**config.mk**
```make
export PLATFORM = sky130hd
export DESIGN_NAME = mips_mc_controller
export DESIGN_NICKNAME = d
export VERILOG_FILES = /design/src/rtl/mips_pkg.sv /design/src/rtl/alu_decoder.sv /design/src/rtl/mips_mc_controller.sv
export SDC_FILE = /design/constraint.sdc
export NUM_CORES = 1
export LEC_CHECK = 0
export BUFFER_PORTS_ARGS = -buffer_cell sky130_fd_sc_hd__buf_4
export CAP_MARGIN = 20
export CORE_MARGIN = 10
export CORE_UTILIZATION = 43
export CTS_CLUSTER_SIZE = 24
export DETAILED_ROUTE_END_ITERATION = 12
export PLACE_DENSITY = 0.77
export SYNTH_ARGS = -nofsm -noshare
export SYNTH_HDL_FRONTEND = slang
export SYNTH_SLANG_ARGS = --single-unit
```
**constraint.sdc**
```tcl
create_clock -name clk -period 2.19 [get_ports clk]
set_input_delay 0 -clock clk [delete_from_list [all_inputs] [get_ports clk]]
set_output_delay 0 -clock clk [all_outputs]
set_load 0.05 [all_outputs]
```
**src/rtl/mips_pkg.sv**
```systemverilog
// Shared encodings for the multicycle MIPS control unit: opcodes, funct
// fields, ALU control codes, the FSM state enum and the ALU op enum.
package mips_pkg;

    localparam logic [5:0] OP_RTYPE = 6'b000000;
    localparam logic [5:0] OP_LW    = 6'b100011;
    localparam logic [5:0] OP_SW    = 6'b101011;
    localparam logic [5:0] OP_BEQ   = 6'b000100;
    localparam logic [5:0] OP_ADDI  = 6'b001000;
    localparam logic [5:0] OP_J     = 6'b000010;

    localparam logic [5:0] FN_ADD = 6'b100000;
    localparam logic [5:0] FN_SUB = 6'b100010;
    localparam logic [5:0] FN_AND = 6'b100100;
    localparam logic [5:0] FN_OR  = 6'b100101;
    localparam logic [5:0] FN_SLT = 6'b101010;

    localparam logic [2:0] ALUC_ADD = 3'b010;
    localparam logic [2:0] ALUC_SUB = 3'b110;
    localparam logic [2:0] ALUC_AND = 3'b000;
    localparam logic [2:0] ALUC_OR  = 3'b001;
    localparam logic [2:0] ALUC_SLT = 3'b111;

    typedef enum logic [3:0] {
        S_FETCH    = 4'd0,
        S_DECODE   = 4'd1,
        S_MEMADR   = 4'd2,
        S_MEMRD    = 4'd3,
        S_MEMWB    = 4'd4,
        S_MEMWR    = 4'd5,
        S_EXECUTE  = 4'd6,
        S_ALUWB    = 4'd7,
        S_BRANCH   = 4'd8,
        S_ADDIEXEC = 4'd9,
        S_ADDIWB   = 4'd10,
        S_JUMP     = 4'd11
    } state_e;

    typedef enum logic [1:0] {
        ALUOP_ADD   = 2'b00,
        ALUOP_SUB   = 2'b01,
        ALUOP_FUNCT = 2'b10,
        ALUOP_RSVD  = 2'b11
    } alu_op_e;

endpackage

```
**src/rtl/alu_decoder.sv**
```systemverilog
// Maps the FSM's alu_op plus the R-type funct field onto the 3-bit ALU control.
module alu_decoder
    import mips_pkg::*;
(
    input  alu_op_e    alu_op,
    input  logic [5:0] funct,
    output logic [2:0] alu_control
);

    always_comb begin
        alu_control = ALUC_ADD;
        case (alu_op)
            ALUOP_SUB: alu_control = ALUC_SUB;
            ALUOP_FUNCT: begin
                case (funct)
                    FN_ADD:  alu_control = ALUC_ADD;
                    FN_SUB:  alu_control = ALUC_SUB;
                    FN_AND:  alu_control = ALUC_AND;
                    FN_OR:   alu_control = ALUC_OR;
                    FN_SLT:  alu_control = ALUC_SLT;
                    default: alu_control = ALUC_ADD;
                endcase
            end
            default: alu_control = ALUC_ADD;
        endcase
    end

endmodule

```
**src/rtl/mips_mc_controller.sv**
```systemverilog
// Moore control FSM for the multicycle MIPS datapath; drives every select and
// write enable each cycle and folds the branch/zero condition into pc_en.
module mips_mc_controller
    import mips_pkg::*;
#(
    parameter bit ADDI_EN = 1'b1,
    parameter bit JUMP_EN = 1'b1
) (
    input  logic       clk,
    input  logic       reset,
    input  logic [5:0] op,
    input  logic [5:0] funct,
    input  logic       zero,
    output logic       pc_en,
    output logic       iord,
    output logic       ir_write,
    output logic       mem_write,
    output logic       reg_write,
    output logic       reg_dst,
    output logic       mem_to_reg,
    output logic       alu_src_a,
    output logic [1:0] alu_src_b,
    output logic [1:0] pc_src,
    output logic [2:0] alu_control
);

    state_e  state_q, state_d;
    alu_op_e alu_op;
    logic    pc_write, branch, ir_write_s, mem_write_s, reg_write_s;

    always_ff @(posedge clk or posedge reset) begin
        if (reset) state_q <= S_FETCH;
        else       state_q <= state_d;
    end

    always_comb begin
        state_d     = S_FETCH;
        alu_op      = ALUOP_ADD;
        pc_write    = 1'b0;
        branch      = 1'b0;
        iord        = 1'b0;
        ir_write_s  = 1'b0;
        mem_write_s = 1'b0;
        reg_write_s = 1'b0;
        reg_dst     = 1'b0;
        mem_to_reg  = 1'b0;
        alu_src_a   = 1'b0;
        alu_src_b   = 2'b00;
        pc_src      = 2'b00;
        case (state_q)
            S_FETCH: begin
                ir_write_s = 1'b1;
                pc_write   = 1'b1;
                alu_src_b  = 2'b01;
                state_d    = S_DECODE;
            end
            S_DECODE: begin
                alu_src_b = 2'b11;
                case (op)
                    OP_LW, OP_SW: state_d = S_MEMADR;
                    OP_RTYPE:     state_d = S_EXECUTE;
                    OP_BEQ:       state_d = S_BRANCH;
                    OP_ADDI:      state_d = ADDI_EN ? S_ADDIEXEC : S_FETCH;
                    OP_J:         state_d = JUMP_EN ? S_JUMP : S_FETCH;
                    default:      state_d = S_FETCH;
                endcase
            end
            S_MEMADR: begin
                alu_src_a = 1'b1;
                alu_src_b = 2'b10;
                state_d   = (op == OP_LW) ? S_MEMRD : S_MEMWR;
            end
            S_MEMRD: begin
                iord    = 1'b1;
                state_d = S_MEMWB;
            end
            S_MEMWB: begin
                mem_to_reg  = 1'b1;
                reg_write_s = 1'b1;
            end
            S_MEMWR: begin
                iord        = 1'b1;
                mem_write_s = 1'b1;
            end
            S_EXECUTE: begin
                alu_src_a = 1'b1;
                alu_op    = ALUOP_FUNCT;
                state_d   = S_ALUWB;
            end
            S_ALUWB: begin
                reg_dst     = 1'b1;
                reg_write_s = 1'b1;
            end
            S_BRANCH: begin
                alu_src_a = 1'b1;
                alu_op    = ALUOP_SUB;
                pc_src    = 2'b01;
                branch    = 1'b1;
            end
            S_ADDIEXEC: begin
                alu_src_a = 1'b1;
                alu_src_b = 2'b10;
                state_d   = S_ADDIWB;
            end
            S_ADDIWB: reg_write_s = 1'b1;
            S_JUMP: begin
                pc_src   = 2'b10;
                pc_write = 1'b1;
            end
            // Unused encodings drive no enables and fall back to FETCH.
            default: state_d = S_FETCH;
        endcase
    end

    alu_decoder u_alu_decoder (
        .alu_op      (alu_op),
        .funct       (funct),
        .alu_control (alu_control)
    );

    // Reset blocks every architectural write even though the state decode is already FETCH.
    assign pc_en     = (pc_write | (branch & zero)) & ~reset;
    assign ir_write  = ir_write_s & ~reset;
    assign mem_write = mem_write_s & ~reset;
    assign reg_write = reg_write_s & ~reset;

endmodule

```
; Yosys cells after proc, flatten, opt, wreduce, memory -nomap -nowiden
; Index checks and enable logic that the tools add are counted.
[op_classes]
eq_ne = 22
mux = 17
n_bitwise = 7
reduce_logical = 8
[op_table]
columns = cell, n
row1 = $eq 6x6->1 const B, 6
row2 = $pmux 4 s6, 1
row3 = $pmux 4 s5, 1
row4 = $eq 4x3->1 const B, 4
row5 = $eq 4x4->1 const B, 4
row6 = $pmux 3 s4, 1
row7 = $mux 1, 9
row8 = $eq 4x2->1 const B, 2
row9 = $pmux 2 s2, 2
row10 = $reduce_or 2->1, 4
row11 = $eq 6x2->1 const B, 1
row12 = $eq 6x3->1 const B, 1
row13 = $eq 6x4->1 const B, 1
row14 = $logic_not 6->1, 1
row15 = $pmux 2 s3, 1
row16 = $pmux 3 s2, 1
row17 = $and 1x1->1, 5
row18 = $eq 4x1->1 const B, 1
row19 = $logic_not 4->1, 1
row20 = $reduce_or 4->1, 1
row21 = $mux 3, 1
row22 = $reduce_or 3->1, 1
row23 = $eq 2x1->1 const B, 1
row24 = $eq 2x2->1 const B, 1
row25 = 2 further kinds, 2
[totals]
ff_bits = 4
inputBits = 15
out_inout_bits = 15
word_cells = 55

; Logic depth before layout (Yosys ltp)
[depth]
depth_word = 5
ltp_mapped = 7
ltp_nobuf = 6

; Modules after synthesis
; Synthesis repeated with hierarchy kept, for this count alone.
[unflattened]
cells_unflattened = 73
hier_area_um2 = 569.3
[modules_own_cells]
columns = module, n_inst, cells_per_inst, area_each_um2, seq_area_each_um2
row1 = mips_mc_controller, 1, 58, 450.4, 100.1
row2 = alu_decoder, 1, 15, 118.9, 0.0

; Worst setup path before layout
; No wires, ideal clock.
[synth_timing]
path_type = register to output
from = reg state_q[3]
to = out alu_control[2]
arrival_ps = 3038
required_time_ps = 2190
setup_slack_ps = -848
path_stages_with_launch = 8
path_buffers = 1
path_cell_list = dfrtp_1 buf_6 inv_1 nand2_1 or3_1 ha_1 nand4b_1 o41ai_1
[synth_via]
elab_chain_len = 4
word_cells_on_any_way = 6
cone_classes = eq/ne: 4 / mux: 2
[synth_lines]
columns = element, line
row1 = start: declaration, mips_mc_controller.sv:27  ; state_e state_q, state_d;
row2 = start signal: assignment, mips_mc_controller.sv:33  ; else state_q <= state_d;
row3 = $eq 4x4->1 or $eq 4x3->1 (tied branches), mips_mc_controller.sv:50  ; case (state_q)
row4 = $pmux 2 s2 *, mips_mc_controller.sv:50
row5 = $eq 2x2->1 or $eq 2x1->1 (tied branches), alu_decoder.sv:12  ; case (alu_op)
row6 = $pmux 3 s2 *, alu_decoder.sv:12
row7 = end: declaration, mips_mc_controller.sv:24  ; output logic [2:0] alu_control
; Every way passes the cells marked *; elsewhere a longest branch is shown, timed or not.

; Worst setup path in the final report
[layout_timing]
from = reg state_q[3]
to = out alu_control[0]
; The elaborated chain is that of the path after synthesis.

==> results_dict.tcl <==
set metrics [dict create \
    totalWireLength_um 2100 \
    max_freq_mhz 468 \
    critical_path.n_buffers_inverters 3 \
    outcome "complete, no violations" \
    antenna_viol_nets_final 0 \
    gp_routability_congestion 0.781 \
    detailroute.via_count 729 \
    die_area_mm2 0.00317 \
    cts_max_path_buffers 2 \
    wl_met1_um 879 \
    largest_register_ffs 4 \
    grt_ovf 0 \
    setup-tns-final_ns 0 \
    place_worst_setup_slack_ns 0.109 \
    startpoint_type "flip-flop" \
    post_route_cells_drive_above_1_share_pct 49.6 \
    crit_path_leading_delay_family "simple AND/OR/NAND/NOR gates" \
    post_synth_num_cell_types 34 \
    met2_wirelength_um 1070 \
    drt_drc_violations_left 0 \
    first_pass_iters 5 \
    nets 135 \
    grt_antenna_before_repair 0 \
    netlist_area_um2 567 \
    maximum_ir_drop_on_the_vdd_rail_mv 0.758 \
    p_per_area_mw_per_mm2 797 \
    final-max-slew-violation-count 0 \
    routed_via_density 5.61 \
    die_width_um 56.3 \
    largestRegisters "state_q (4)" \
    syn_to_layout_area_delta_pct 66.2 \
    highest-signal-layer "met4" \
    synth_nets 95 \
    tightest_slew_ns 0.332 \
    yosys_warnings 0 \
    regMostFlops "state_q" \
    cp_data_arrival_time_ns 2.14 \
    grt_setup_unrepaired "yes" \
    critPathCaptureType "output pin" \
    timing.final.ws_setup_ns 0.0512 \
    top_library_cells_by_usage_in_the_layout_fill_and_taps_aside "37 x buf_4, 6 x nor3_1, 6 x nor2_1" \
    leakage_nw 0.452 \
    max_cap_violations 0 \
    tritoncts "done" \
    layoutNonFillerInstCount 130 \
    cts_buffers 3 \
    worstPathMaxFanout 4 \
    grt_first_pass_wirelength_um 3310 \
    timing.final.crit_share_pct 97.7 \
    met3_length_um 131 \
    grt_max_degree 12 \
    floorplan.initialDensity_pct 44.7 \
    slew_headroom_pct 77.7 \
    antenna_cells 0 \
    avgSynthCellArea_um2 7.36 \
    track_usage_pct 12.3 \
    numPortBuffers 29 \
    critPathMaxStageDelay_ns 0.43 \
    avgRoutedWirePerCell_um 16.2 \
    yosysSeqAreaShare_pct 17.7 \
    fillerInstances 110 \
    sequential_cell_area_um2 103 \
    fin_skew_ns 0.00414 \
    root_buffer "clkbuf_4" \
    critPathSlowestCell "dfrtp_2" \
    initialDrtViolationCount 15 \
    final_common_cell "buf_4" \
    timing.hold.ws_ns 0.102 \
    dpl_cells 120 \
    hold_viol 0 \
    timing.critical_path.required_ns 2.19 \
    minimum_clock_period_after_layout_ns 2.14 \
    die_h_um 56.3 \
    post_synthesis_cells 77 \
    ordered_cell_list_for_the_critical_path "inv_2, nand2_2, or3_4, ha_4, nand4b_1, buf_4, nor2_2, buf_6" \
    grt_pass1_vias 771 \
    numClockSinks 4 \
    postSynthRegisterBits 4 \
    critPathKind "reg2out" \
    core_area_mm2 0.00127 \
    clk_pin_slew_worst_paths_ns 0.04 \
    setup_violations 0 \
    dpl.hpwl_um 1570 \
    final_cell_area_um2 942 \
    cts_max_level 1 \
    io_pins 30 \
    floorplan.rows 13 \
    dpl_cell_area_um2 827 \
    multiInputGateArea_um2 462 \
    hold_path.class "in2reg" \
    clock_latency_ns 0.24 \
]
[cell families (layout without fill, tap and decap cells)]
family / count (synthesis) / count (layout) / share of synthesized area, %
AOI/OAI and AO/OA: 19 / 19 / 22.5
xor gates and xnor gates: 2 / 2 / 3.09
adders and majority gates: 3 / 3 / 6.62
buffers and inverters: 12 / 50 / 10.2
DFF: 4 / 4 / 17.7
and+or+nand+nor: 37 / 37 / 40.0
[worst register-to-register path, cell delays in order (launching register included)]
cell       delay (ns)
dfrtp_2          0.40
buf_4            0.14
buf_4            0.17
nor3b_1          0.26
o2111ai_1        0.19
o21ai_0          0.12
[power breakdown]
part	switching [W]	internal, W
combinational	0.000338	0.000198
clock	0.0000320	0.0000614
sequential	0.0000292	0.0000926
[final cells by class]
| cell class | instances | area share [%] |
|---|---|---|
| Tap cell | 15 | 1.99 |
| Clock buffer | 3 | 2.39 |
| Inverter | 7 | 2.79 |
| Timing Repair Buffer | 40 | 32.9 |
| Multi-Input combinational cell | 61 | 49.0 |
| Sequential cell | 4 | 10.9 |
[stage by stage]
step                      power [W]  util (%)
after floorplan            0.000472         -
after global placement     0.000619      65.2
after detailed placement   0.000621      65.2
after CTS                  0.000743      73.2
after global routing       0.000795      74.3
final                      0.000751      74.3
[metal layers]
metal  vias up  GRT usage, %
met2        26          21.6
met4         0          4.47
met5         -             0
met1       341          13.3
li1        360             -
met3         2          4.04
[what timing repair did]
item	in CTS	in global routing
buffers inserted	5	1
resized for setup	8	2
hold buffers	1	0
setup endpoints to repair	1	2
pin swaps	3	2
hold endpoints to repair	4	0
[synthesized netlist by cell type]
cell	number	area share [%]
or3b_4	1	2.0
nor3_1	6	5.3
and3_1	3	3.3
xor2_1	2	3.1
a221oi_1	1	1.5
o211ai_1	1	1.3
nand2b_4	1	2.4
o21a_1	1	1.3
o21ai_0	4	3.5
nand4b_1	1	1.5
buf_6	1	2.0
o21ai_2	1	1.5
and3b_2	1	1.8
nand3b_1	1	1.3
nand3_1	4	3.5
nor2_1	7	4.6
inv_1	6	4.0
dfrtp_1	4	18
a211oi_1	1	1.3
a211o_1	1	1.5
a21oi_1	5	4.4
o41ai_1	1	1.5
nor3b_1	3	4.0
nor4bb_1	1	1.8
a21o_1	1	1.3
ha_1	3	6.6
nor4b_1	2	3.1
or3_1	2	2.2
nand2_1	3	2.0
inv_2	1	0.66
buf_2	4	3.5
o2111ai_1	1	1.5
nand2b_1	1	1.1
o221ai_1	1	1.5
[worst paths after layout]
kind | start | to | slack [ns] | cells past startpoint
setup / recovery | state_q[3]$_DFF_PP0_ | alu_control[0] | 0.05 | 8
hold / removal | op[4] | state_q[0]$_DFF_PP0_ | 0.10 | 4
setup reg to reg | state_q[2]$_DFF_PP0_ | state_q[3]$_DFF_PP0_ | 0.81 | 5
hold reg to reg | state_q[2]$_DFF_PP0_ | state_q[3]$_DFF_PP0_ | 0.63 | 2
max in group asynchronous | reset | state_q[2]$_DFF_PP0_ | 1.78 | 3
min in group asynchronous | reset | state_q[0]$_DFF_PP0_ | 0.25 | 3
No activity file was read; power rests on OpenSTA's default activity.
